### config.mk
export PLATFORM = sky130hd
export DESIGN_NAME = scan_chain_controller
export DESIGN_NICKNAME = d
export VERILOG_FILES = /design/src/rtl/scan_chain_controller.sv
export SDC_FILE = /design/constraint.sdc
export NUM_CORES = 1
export LEC_CHECK = 0
export BUFFER_PORTS_ARGS = -buffer_cell sky130_fd_sc_hd__buf_2
export CAP_MARGIN = 20
export CORE_MARGIN = 1
export CORE_UTILIZATION = 50
export CTS_CLUSTER_SIZE = 30
export DETAILED_ROUTE_END_ITERATION = 12
export PLACE_DENSITY = 0.74
export SYNTH_ARGS = -nofsm -noshare
export SYNTH_HDL_FRONTEND = slang
export SYNTH_SLANG_ARGS = --single-unit
### constraint.sdc
create_clock -name clk -period 1.9 [get_ports clk]
set_input_delay 0 -clock clk [delete_from_list [all_inputs] [get_ports clk]]
set_output_delay 0 -clock clk [all_outputs]
set_load 0.02 [all_outputs]
### src/rtl/scan_chain_controller.sv
// rtl/scan_chain_controller.sv - host-side scan frame sequencer and processor enable gating
module scan_chain_controller #(
    parameter int CHAIN_LEN = 64,
    parameter int CNT_W     = 7
) (
    input  logic clk,
    input  logic rst,
    input  logic host_scan_in,
    input  logic host_shift,
    input  logic host_run,
    input  logic host_step,
    input  logic core_halt,
    input  logic chain_scan_out,
    output logic chain_scan_in,
    output logic host_scan_out,
    output logic scan_enable,
    output logic processor_enable,
    output logic frame_done,
    output logic halted
);

    typedef enum logic [2:0] {
        IDLE,
        SHIFT,
        RUN,
        STEP,
        HALTED
    } state_t;

    localparam logic [CNT_W-1:0] LAST_BIT = CNT_W'(CHAIN_LEN - 1);

    state_t           state;
    state_t           state_next;
    logic [CNT_W-1:0] bit_cnt;
    logic [CNT_W-1:0] bit_cnt_next;
    logic             frame_done_next;
    logic             host_step_q;
    logic             step_rise;

    // host_step_q follows host_step in every state, so an edge seen mid-frame or mid-run is consumed there
    assign step_rise = host_step & ~host_step_q;

    always_ff @(posedge clk or posedge rst) begin
        if (rst) begin
            state       <= IDLE;
            bit_cnt     <= '0;
            frame_done  <= 1'b0;
            host_step_q <= 1'b0;
        end else begin
            state       <= state_next;
            bit_cnt     <= bit_cnt_next;
            frame_done  <= frame_done_next;
            host_step_q <= host_step;
        end
    end

    always_comb begin
        state_next      = state;
        bit_cnt_next    = bit_cnt;
        frame_done_next = 1'b0;
        case (state)
            IDLE: begin
                if (host_shift) begin
                    state_next   = SHIFT;
                    bit_cnt_next = LAST_BIT;
                end else if (step_rise) begin
                    state_next = STEP;
                end else if (host_run) begin
                    state_next = RUN;
                end
            end
            SHIFT: begin
                // Frame is atomic: host requests are not looked at until the last bit
                if (bit_cnt == '0) begin
                    state_next      = IDLE;
                    frame_done_next = 1'b1;
                end else begin
                    bit_cnt_next = bit_cnt - CNT_W'(1);
                end
            end
            RUN: begin
                if (core_halt) begin
                    state_next = HALTED;
                end else if (!host_run) begin
                    state_next = IDLE;
                end
            end
            STEP: begin
                state_next = IDLE;
            end
            HALTED: begin
                if (!host_run) begin
                    state_next = IDLE;
                end
            end
            default: begin
                state_next = IDLE;
            end
        endcase
    end

    assign scan_enable      = (state == SHIFT);
    assign processor_enable = (state == RUN) || (state == STEP);
    assign halted           = (state == HALTED);
    assign chain_scan_in    = host_scan_in & scan_enable;
    assign host_scan_out    = chain_scan_out;

endmodule

==> run_results.csv <==
group,metric,value,unit
outcome,outcome,"completed",
cts,cts_setup_buffers,0,
global_route,grt.total_usage,20.3,%
die,rows,12,
global_route,antenna_found_initial,0,
synth,synth-main-ff-cell,"dfrtp_1",
power_and_ir_drop,leakagePower,0.370,nW
die,die_height,38.7,µm
synth,synth_warnings,0,
finish,multi_input_area,309,µm²
cts,cts_resized,0,
die,dieArea,1500,µm²
power_and_ir_drop,ir_drop,823,µV
setup_path,required,2.06,ns
finish,stdcell_area,801,µm²
routing,final_antenna_net_count,0,
synth,syn-cell-area,673,µm²
cts,hold_buffers,3,
sta,setup_viol,0,
finish,synthToLayoutAreaGrowth,19.0,%
global_route,overflow,0,
synth,synth_top_cell_area_share,44.6,%
routing,first_pass_iters,6,
routing,wl_per_cell,13.4,µm
cts,cts_tree,"done",
synth,yosys.area.top_type,"dfrtp_1",
setup_path,arrival,1.83,ns
setup_path,crit_type,"register to register",
sta,setup_tns,0,ns
die,core_area,1170,µm²
sta,finalMaxSlewViolations,0,
cts,cts_num_sinks,12,
setup_path,critPathMaxFanout,4,
routing,viasPerCell,5.72,
die,die_x,38.7,µm
min_path,hp-start,"chain_scan_out",
die,start_util,57.5,%
cts,cts-htree-levels,1,
setup_path,worstSetupEndpointType,"register",
setup_path,rr_startpoint,"bit_cnt[0]",
setup_path,r2r-end,"bit_cnt[0]",
setup_path,timing.reg2reg.setup_slack,0.22,ns
global_route,grt_start_max_net_pins,13,
place,pre_cts_slack,0.247,ns
synth,yosys-top-cells-area,"dfrtp_1, mux2i_1, inv_1, nor4b_1, a211oi_2",
routing,drc,0,
sta,tightest_slew,0.567,ns
sta,fin_crit,1.68,ns
place,dp_cells,92,
routing,drt_iter0_markers,9,
place,globalplace.congestion,0.783,
place,dpl_cell_area,734,µm²
sta,relSlewSlack,61.7,%
finish,final_nets,95,
power_and_ir_drop,power.density,1220,nW/µm²
sta,max_freq,0.597,GHz
setup_path,reg2reg_depth,5,
place,place_hpwl,958,µm
synth,synth_enable_flop_cells,0,
cts,numCtsBuffers,3,
finish,n_fill_cell,94,
setup_path,crit_start,"bit_cnt[0]",
finish,antenna_cells,0,
min_path,whs_endpoint,"host_scan_out",
routing,drt_wl_total,1330,µm
sta,skew,0.00130,ns
cts,clk_pin_slew,0.08,ns
cts,clock_latency,0.27,ns
synth,synth_cell_type_count,33,
synth,synthCells,69,
finish,fin_cells,99,
place,io_buffers,11,
sta,setup_slack,0.224,ns
setup_path,crit_path_start_kind,"register",
synth,ys_ff_latch,12,
die,io_pins,14,
synth,ys_seq_area_share,44.6,%
min_path,hold_depth,0,
finish,ff_latch_area,300,µm²
synth,async_flop_share,100,%
synth,syn_avg_cell_area,9.76,µm²
routing,vias,566,
sta,finalHoldViolCount,0,
job,drv_cap,0,
synth,syn_nets,78,
global_route,grt_pass1_vias,492,
sta,rsz0062_at_grt,"false",
cts,cts_root_buffer,"clkbuf_4",
global_route,grt_pass1_wl,2080,µm
finish,drive_gt1_share,24.7,%
min_path,min_path_type,"input port to output pin",
cts,cts.path.max_buffers,2,
sta,post-route-period-util,88.2,%
cell usage in the layout, fill, tap and decap left out, types with 2 or more instances in the layout:
cell type,netlist,layout
a211oi_2,2,2
a21oi_1,3,3
a31oi_1,2,2
and3_1,3,3
buf_2,3,11
buf_4,1,3
clkbuf_4,0,3
dfrtp_1,12,12
dlygate4sd3_1,0,3
inv_1,8,8
mux2i_1,3,3
nor2_1,5,5
nor2b_1,2,2
nor3b_1,2,2
nor4b_1,3,3
state kept, by name, indices dropped and copies added (netlist names):
name	cells
bit_cnt	7
state	3
frame_done	1
host_step_q	1
power breakdown:
part / internal (W) / total (W) / switching [W]
Combinational: 0.000175 / 0.000367 / 0.000192
Sequential: 0.000329 / 0.000402 / 0.0000732
Clock: 0.000116 / 0.000209 / 0.0000929
Total: 0.000620 / 0.000978 / 0.000358
stage by stage:
stage | hold slack [ns] | total power, W | util (%)
final | 0.00000882 | 0.000978 | 68.4
after detailed placement | 0.000236 | 0.000768 | 62.7
after CTS | 0.000236 | 0.000976 | 68.4
after global routing | 0.0000496 | 0.00105 | 68.4
after global placement | 0.000236 | 0.000756 | 62.7
after floorplan | -0.135 | 0.000680 | -
final cells by class:
type	instances	share of cell area (%)
clock buffer	4	4.53
inverter	8	3.75
multi-input combinational	44	38.6
sequential	12	37.5
tap	14	2.19
timing repair buffer	17	13.4
logic make-up after synthesis:
group           Yosys count  share of synthesized area, %
mux                       3                          4.46
compound gates           16                          17.8
simple gates             24                          21.7
flops                    12                          44.6
fa+ha+maj                 1                          1.86
buf+inv                  13                          9.48
critical path: stages (launching register included):
cell and delay, ns:
dfrtp_1 0.39, inv_1 0.09, ha_1 0.20, nor4b_1 0.46, a311o_1 0.33, mux2i_1 0.09
synth_stat cells (2+ instances only):
cell,count
nor4b_1,3
nor3b_1,2
nor2b_1,2
mux2i_1,3
and3_1,3
a21oi_1,3
dfrtp_1,12
inv_1,8
a211oi_2,2
buf_2,3
nor2_1,5
a31oi_1,2
worst max path at each step:
stage,end,cells past startpoint
after floorplan,bit_cnt[1],5
after global placement,bit_cnt[0],5
after detailed placement,bit_cnt[0],5
after CTS,bit_cnt[0],5
after global routing,bit_cnt[4],5
final,bit_cnt[0],5
layer usage:
layer  share of wire [%]  track usage, %
met1                  48            27.5
met2                  48            32.9
met3                 3.8            5.20
met4                   0            2.59
met5                   0               0
Note: power is estimated with default switching activity, not from simulation.
